`src/rtl/pipe_pkg.sv`:
```
// Shared types and constants for the pipeline hazard scoreboard.
// Entry fields are sized for the widest supported configuration (AW <= 5, DEPTH <= 15).
package pipe_pkg;

    localparam int SB_AW    = 5;
    localparam int SB_LW    = 4;

    localparam int FWD_RF   = 0;
    localparam int LAT_ALU  = 1;
    localparam int LAT_LOAD = 2;

    function automatic int FWD_WB(input int depth);
        return depth + 1;
    endfunction

    typedef struct packed {
        logic             valid;
        logic [SB_AW-1:0] rd;
        logic [SB_LW-1:0] lat;
    } sb_entry_t;

endpackage

```
`src/rtl/sb_operand_lookup.sv`:
```
// Youngest-match search and readiness check for one source operand.
// Produces a forwarding code, or a hazard when the youngest producer is not yet forwardable.
module sb_operand_lookup
    import pipe_pkg::*;
#(
    parameter int DEPTH = 3,
    parameter int AW    = 5,
    parameter int FW    = 3
) (
    input  logic [AW-1:0] rs,
    input  logic          used,
    input  logic          use_ex,
    input  sb_entry_t     slots [DEPTH],
    output logic [FW-1:0] fwd,
    output logic          hazard
);

    logic found;

    always_comb begin
        fwd    = FW'(FWD_RF);
        hazard = 1'b0;
        found  = 1'b0;
        if (used && rs != '0) begin
            // Lowest slot index is the youngest producer; older WAW entries are shadowed.
            for (int k = 0; k < DEPTH; k++) begin
                if (!found && slots[k].valid && slots[k].rd == SB_AW'(rs)) begin
                    found = 1'b1;
                    if (int'(slots[k].lat) <= k + int'(use_ex))
                        fwd = FW'(k + 1 + int'(use_ex));
                    else
                        hazard = 1'b1;
                end
            end
        end
    end

endmodule

```
`src/rtl/hazard_scoreboard.sv`:
```
// Shift-register scoreboard of in-flight register writes: ID stall, operand
// forwarding selects, IF/ID flush qualification and a hazard-stall counter.
module hazard_scoreboard
    import pipe_pkg::*;
#(
    parameter int NREG  = 32,
    parameter int AW    = $clog2(NREG),
    parameter int DEPTH = 3,
    parameter int LW    = $clog2(DEPTH + 1),
    parameter int FW    = $clog2(DEPTH + 2)
) (
    input  logic             clk,
    input  logic             rst_n,
    input  logic             id_valid,
    input  logic [AW-1:0]    id_rs1,
    input  logic [AW-1:0]    id_rs2,
    input  logic             id_rs1_used,
    input  logic             id_rs2_used,
    input  logic             id_use_ex,
    input  logic             id_we,
    input  logic [AW-1:0]    id_rd,
    input  logic [LW-1:0]    id_lat,
    input  logic             hold,
    input  logic             redirect,
    output logic             stall_id,
    output logic             if_id_flush,
    output logic [FW-1:0]    fwd_a,
    output logic [FW-1:0]    fwd_b,
    output logic [DEPTH-1:0] slot_valid,
    output logic [31:0]      stall_cnt
);

    sb_entry_t slots_q [DEPTH];
    sb_entry_t new_entry;
    logic      haz_a;
    logic      haz_b;
    logic      hazard;

    sb_operand_lookup #(.DEPTH(DEPTH), .AW(AW), .FW(FW)) u_lookup_a (
        .rs     (id_rs1),
        .used   (id_rs1_used),
        .use_ex (id_use_ex),
        .slots  (slots_q),
        .fwd    (fwd_a),
        .hazard (haz_a)
    );

    sb_operand_lookup #(.DEPTH(DEPTH), .AW(AW), .FW(FW)) u_lookup_b (
        .rs     (id_rs2),
        .used   (id_rs2_used),
        .use_ex (id_use_ex),
        .slots  (slots_q),
        .fwd    (fwd_b),
        .hazard (haz_b)
    );

    // Stall contract: while stall_id is high the ID instruction is not accepted and a
    // bubble enters slot 0; a redirect is honoured only on a cycle where ID advances.
    assign hazard      = haz_a | haz_b;
    assign stall_id    = hold | (id_valid & hazard);
    assign if_id_flush = redirect & ~stall_id;

    always_comb begin
        new_entry.valid = id_valid & id_we & (id_rd != '0) & ~stall_id;
        new_entry.rd    = SB_AW'(id_rd);
        new_entry.lat   = SB_LW'(id_lat);
    end

    always_comb begin
        for (int k = 0; k < DEPTH; k++)
            slot_valid[k] = slots_q[k].valid;
    end

    always_ff @(posedge clk or negedge rst_n) begin
        if (!rst_n) begin
            for (int k = 0; k < DEPTH; k++)
                slots_q[k] <= '0;
            stall_cnt <= '0;
        end else if (!hold) begin
            slots_q[0] <= new_entry;
            for (int k = 1; k < DEPTH; k++)
                slots_q[k] <= slots_q[k-1];
            if (id_valid && hazard && stall_cnt != 32'hFFFF_FFFF)
                stall_cnt <= stall_cnt + 32'd1;
        end
    end

endmodule

```
`config.mk`:
```
export PLATFORM = sky130hd
export DESIGN_NAME = hazard_scoreboard
export DESIGN_NICKNAME = d
export VERILOG_FILES = /design/src/rtl/pipe_pkg.sv /design/src/rtl/sb_operand_lookup.sv /design/src/rtl/hazard_scoreboard.sv
export SDC_FILE = /design/constraint.sdc
export NUM_CORES = 1
export LEC_CHECK = 0
export ABC_AREA = 1
export CORE_ASPECT_RATIO = 1.2
export CORE_UTILIZATION = 24
export DETAILED_ROUTE_END_ITERATION = 10
export PLACE_DENSITY = 0.46
export SLEW_MARGIN = 20
export SYNTH_ARGS = -nofsm -noshare
export SYNTH_HDL_FRONTEND = slang
export SYNTH_SLANG_ARGS = --single-unit
```
`constraint.sdc`:
```
create_clock -name clk -period 2.5 [get_ports clk]
set_input_delay 0.5 -clock clk [delete_from_list [all_inputs] [get_ports clk]]
set_output_delay 0.5 -clock clk [all_outputs]
set_load 0.03 [all_outputs]
```
==> results of run 1 <==
[worst max-delay path, cell delays in order]
cell	delay (ns)
buf_2	0.12
buf_6	0.13
ha_1	0.28
nor2_1	0.10
nand2_1	0.09
buf_4	0.14
nand4_1	0.15
buf_4	0.15
o21ai_1	0.06
o211ai_1	0.15
inv_1	0.07
buf_6	0.14
[power by group through the flow]
stage                     Clock, uW  Sequential (uW)  Combinational [uW]
after floorplan                   0             1030                 215
after global placement            0             1020                 497
after detailed placement          0             1020                 497
after CTS                       785             1000                 600
after global routing            818             1010                 679
final                           745             1000                 618
[final cells by class]
cell class | instances | area [um^2]
clock buffer | 6 | 138.9
clock inverter | 2 | 10.01
fill | 1686 | 9876
inverter | 62 | 235.2
multi-input combinational | 438 | 2382
sequential | 56 | 1401
tap | 208 | 260.3
timing repair buffer | 152 | 1336
[worst min-delay path by stage]
stage | cells after the start | start | slack [ns] | end
floorplan | 0 | rst_n | 0.20 | slot_valid[0]
global placement | 2 | slots_q[1] | 0.46 | slots_q[1]
detailed placement | 2 | slots_q[1] | 0.47 | slots_q[1]
CTS | 1 | rst_n | 0.14 | stall_cnt[31]
global route | 1 | rst_n | 0.16 | stall_cnt[31]
finish | 1 | rst_n | 0.13 | stall_cnt[31]
[kinds of logic after synthesis]
kind of cell | synth area share
AOI/OAI and AO/OA | 0.05496
xor gates and xnor gates | 0.06829
adders and majority gates | 0.01626
buffers and inverters | 0.09040
DFF | 0.3642
and+or+nand+nor | 0.4059
[cells in the final DEF, fill, tap and decap left out, types with 16 or more instances in the layout]
cell type,netlist,routed
clkdlybuf4s50_1,0,48
nand2_1,251,228
nor3_1,17,16
inv_1,51,38
nand2_2,1,20
buf_4,3,74
nor2_1,43,28
dfrtp_1,56,56
xor2_1,24,24
buf_6,6,16
inv_2,11,23
o21ai_0,27,24
[what timing repair did]
item / in CTS / in global routing
gates resized for setup: 110 / 35
buffers inserted: 22 / 1
setup endpoints to repair: 40 / 8
pin swaps: 36 / 25
[metal layers]
metal / track usage / part of all wire / up-vias
met5: 0 / 0 / -
met4: 0.05263 / 0.020 / 0
met3: 0.02791 / 0.035 / 15
met2: 0.3008 / 0.52 / 96
met1: 0.1850 / 0.43 / 1917
li1: - / - / 2082
[cells in the mapped netlist]
cell type	instances
nand2_1	251
dfrtp_1	56
inv_1	51
nor2_1	43
o21ai_0	27
xor2_1	24
nand3_1	17
nor3_1	17
inv_2	11
nor4_1	11
nand4_1	10
buf_6	6
xnor2_1	6
ha_1	5
nand3_2	4
buf_4	3
clkbuf_1	3
nor2_2	3
nor2_4	3
o211ai_1	3
a21oi_1	2
a31oi_1	2
buf_2	2
o311ai_0	2
a22oi_1	1
buf_1	1
nand2_2	1
nand3b_1	1
nand4_2	1
nand4_4	1
nor3_2	1
o22ai_1	1
or2_2	1
[flip-flops by register name, summed over array words and instances, names as in the netlist]
signal and cells:
stall_cnt 32, slots_q 21, slot_valid 3
[stage by stage]
stage	cells	TNS (ns)	utilization	setup slack, ns	power [uW]
2_1_floorplan	571	0	-	0.05719	1245
3_3_place_gp	893	-17.78	0.3284	-0.8304	1519
3_5_place_dp	893	-16.85	0.3284	-0.9112	1520
4_1_cts	923	-0.4629	0.3620	-0.1481	2388
5_1_grt	924	-0.9973	0.3686	-0.1740	2508
6_report	924	-0.2196	0.3686	-0.06855	2366
==> flow_metrics.tcl, run 1 <==
set metrics [dict create \
    syn2layout_area_growth_pct 49.82 \
    setup_ws_ns -0.06855 \
    cp-endpoint "fwd_b[0]" \
    ir_drop_mv 0.2338 \
    dr.pass1.iters 4 \
    cts_buffers 5 \
    clkTransAtPathRegs_ns 0.07 \
    vias_per_cell 4.448 \
    holdWs_ns 0.1285 \
    yosysTopAreaCellShare 0.3642 \
    slew_viol_final 0 \
    pwr-share-seq 0.424 \
    wirelength_um 12970 \
    yosysWarnings 0 \
    start_kind "primary input" \
    worstSetupPathType "in2out" \
    die_area_um2 16540 \
    tritoncts "built" \
    overflow 0 \
    core_um2 15640 \
    clk_latency_ns 0.30 \
    drc 0 \
    required_ns 2.00 \
    start_util 0.2460 \
    ff2ff_path_depth 13 \
    synthesis.area_um2 3847 \
    ys_ff_latch 56 \
    vias 4110 \
    placedInstanceArea_um2 5136 \
    maxCapViolCount 0 \
    port_buffers 68 \
    cts_sinks 56 \
    antennaDiodeCount 0 \
    final-setup-viol-count 5 \
    regToRegSetupSlack_ns 0.28 \
    synth_area_per_cell_um2 6.738 \
    postCtsHoldBufs 0 \
    fmax_mhz 389.3 \
    seq_area_frac_synth 0.3642 \
    power.share.combinational 0.261 \
    nNetsFinal 746 \
    hold_viol_final 0 \
    drt_iter0_drc 170 \
    r2r_end "stall_cnt[15]" \
    cts_root_buf "clkbuf_16" \
    grt_usage 0.1611 \
    end_kind "output port" \
    grt_pass1_vias 4234 \
    grt_pass1_wl_um 21020 \
    cp_max_fo 3 \
    relSlewSlack 0.6859 \
    r2r-start "stall_cnt[1]" \
    synth_fp_nets 602 \
    pwr_density_cell_nw_per_um2 410.4 \
    violations "negative setup slack" \
    finalCritPeriodShare 1.027 \
    arrival_ns 2.07 \
    routabilityCongestion 0.9470 \
    die_y_um 140.7 \
    power_switching_uw 729.8 \
    grt_max_degree 36 \
    ant_nets 0 \
    synthTopCellsByArea "dfrtp_1, nand2_1, xor2_1, inv_1, nor2_1" \
    min_period_ns 2.569 \
    cts_htree_levels 2 \
    yosysUniqueCellTypes 33 \
    wire_per_inst_um 14.04 \
    top_level_ports 69 \
    clkPwrFrac 0.315 \
    antenna_found_initial 0 \
    p_leak_uw 0.002767 \
    switching_share 0.3085 \
    crit_path_start "id_use_ex" \
    status "finished with violations" \
    num_rows 50 \
    final_area_um2 5764 \
    clock-skew-final_ns 0.006889 \
    die_w_um 117.6 \
    netlist.top_cell.by_area "dfrtp_1" \
    cts_buffer_depth 2 \
    hp-class "in2async" \
    p_int_uw 1636 \
    tightest_slew_ns 0.4676 \
    hpwlAfterDp_um 9960 \
    post_route_cells_drive_above_1_share 0.2835 \
    syn_inst 571 \
    rsz0062_at_grt "true" \
]
(Power assumes the default switching activity.)
==> run 2: changes to the inputs <==
CTS_CLUSTER_DIAMETER = 200   (was unset)
==> results of run 2 <==
The final DEF is identical to that of run 1; final timing and power are the same.
==> run 3: changes to the inputs <==
CORE_ASPECT_RATIO = 1.4   (was 1.2)
MAX_ROUTING_LAYER = met4   (was unset)
==> run 3 against run 2 <==
Cell count is 2.4% lower. Worst hold slack better by 0.0070 ns. Non-clock buffer count is 10 lower. Wire length is 0.43% lower. The run still ends with negative setup slack left. Final area is 0.91% lower. Total power is 9.4% higher. Utilization is 0.26 points lower.
==> flow_metrics.tcl, run 3 (same netlist as run 1, synthesis figures left out) <==
set metrics [dict create \
    status "finished with violations" \
    violations "negative setup slack" \
    arrival_ns 2.11 \
    post_route_cells_drive_above_1_share 0.2521 \
    die_w_um 109.0 \
    slew_viol_final 0 \
    cpLargestDelayFamily "simple AND/OR/NAND/NOR gates" \
    worstSetupPathType "reg2out" \
    hpwlAfterDp_um 9989 \
    crit_slowest_cell "dfrtp_1" \
    placedInstanceArea_um2 5136 \
    vias 4043 \
    top_register "stall_cnt" \
    cp_common_cell "nand2_2" \
    final_common_cell "nand2_1" \
    end_kind "output port" \
    routabilityCongestion 0.9147 \
    port_buffers 68 \
    start_kind "flip-flop" \
    tritoncts "built" \
    num_rows 54 \
    nNetsFinal 736 \
    seqCellArea_um2 1401 \
    cts_root_buf "clkbuf_16" \
    grt_max_degree 36 \
    crit_chain "buf_6 -> nand2_4 -> nand2_2 -> nor2_1 -> nand2_1 -> nor2_4 -> nand4_1 -> buf_4 -> nand3_2 -> nand2_2 -> nand2_2 -> nand2_4 -> nor2_4 -> buf_6" \
    wirelength_um 12920 \
    fill_cells 1698 \
    clkTransAtPathRegs_ns 0.07 \
    p_leak_uw 0.002743 \
    syn2layout_area_growth_pct 48.46 \
    grt_pass1_vias 4297 \
    die_area_um2 16550 \
    path_buf_inv 3 \
    cts_sinks 56 \
    setup_ws_ns -0.1075 \
    grt_pass1_wl_um 20940 \
    clk_latency_ns 0.30 \
    pwr_density_cell_nw_per_um2 453.1 \
    final_cell_mix "nand2_1, buf_4, dfrtp_1" \
    drc 0 \
    die_y_um 151.8 \
    power_uw 2588 \
    ant_nets 0 \
    antennaDiodeCount 0 \
    rsz0062_at_grt "true" \
    fmax_mhz 383.5 \
    overflow 0 \
    cts_htree_levels 2 \
    tightest_slew_ns 0.5708 \
    wire_per_inst_um 14.32 \
    min_period_ns 2.608 \
    cts_buffers 5 \
    ir_drop_mv 0.2517 \
    drt_iter0_drc 118 \
    relSlewSlack 0.6166 \
    core_um2 15610 \
    dr.pass1.iters 4 \
    vias_per_cell 4.482 \
    required_ns 2.00 \
    final_area_um2 5712 \
    critPathMaxStageDelay_ns 0.43 \
    start_util 0.2465 \
    multiInputGateArea_um2 2333 \
    cts_buffer_depth 2 \
    hp-class "in2async" \
    finalCritPeriodShare 1.043 \
    largest_reg_flops 32 \
    grt_usage 0.1675 \
    top_level_ports 69 \
    final-setup-viol-count 5 \
    clock-skew-final_ns 0.01469 \
    maxCapViolCount 0 \
    hold_viol_final 0 \
    cp_max_fo 3 \
    fin_tns_setup_ns -0.2708 \
    antenna_found_initial 0 \
]
-- run 3: power breakdown --
part,switching (uW),internal [uW]
Clock,334,676
Combinational,307,256
Sequential,59.6,956
Total,701,1890
-- run 3: what timing repair did --
item,4_1_cts,5_1_grt
setup endpoints to repair,40,8
buffers inserted,13,3
hold buffers,0,0
pin swaps,31,23
resized for setup,96,38
-- run 3: final timing paths --
| check | slack, ns | startpoint | endpoint | cells after the start |
|---|---|---|---|---|
| max in group asynchronous | 1.79 | rst_n | stall_cnt[5] | 2 |
| setup reg to reg | 0.27 | slots_q[28] | stall_cnt[16] | 17 |
| hold / removal | 0.14 | rst_n | slots_q[18] | 1 |
| min in group clk | 0.48 | slots_q[1] | slots_q[1] | 2 |
| setup / recovery | -0.11 | slots_q[8] | if_id_flush | 14 |
| hold reg to reg | 0.48 | slots_q[1] | slots_q[1] | 2 |
-- run 3: final cells by class --
type	instances	share of cell area
clock buffer	5	0.02191
timing repair buffer	142	0.2248
clock inverter	3	0.01577
sequential	56	0.2453
multi-input combinational	438	0.4085
tap	196	0.04294
inverter	62	0.04074
-- run 3: metal layers --
metal	part of all wire	wire (um)	up-vias	global-route usage
met5	0	0	-	-
met3	0.035	453	28	0.02016
met1	0.38	4967	1863	0.1785
met4	0.030	386	0	0.06499
li1	-	-	2059	-
met2	0.55	7109	93	0.3058
-- run 3: metrics by stage --
stage	hold WS (ns)	util	setup slack, ns	cells
4_1_cts	0.1389	0.3570	-0.1287	902
2_1_floorplan	0.2044	-	0.05719	571
6_report	0.1355	0.3660	-0.1075	902
3_3_place_gp	0.4623	0.3291	-0.8351	881
3_5_place_dp	0.4668	0.3291	-0.8325	881
5_1_grt	0.1557	0.3660	-0.2750	902
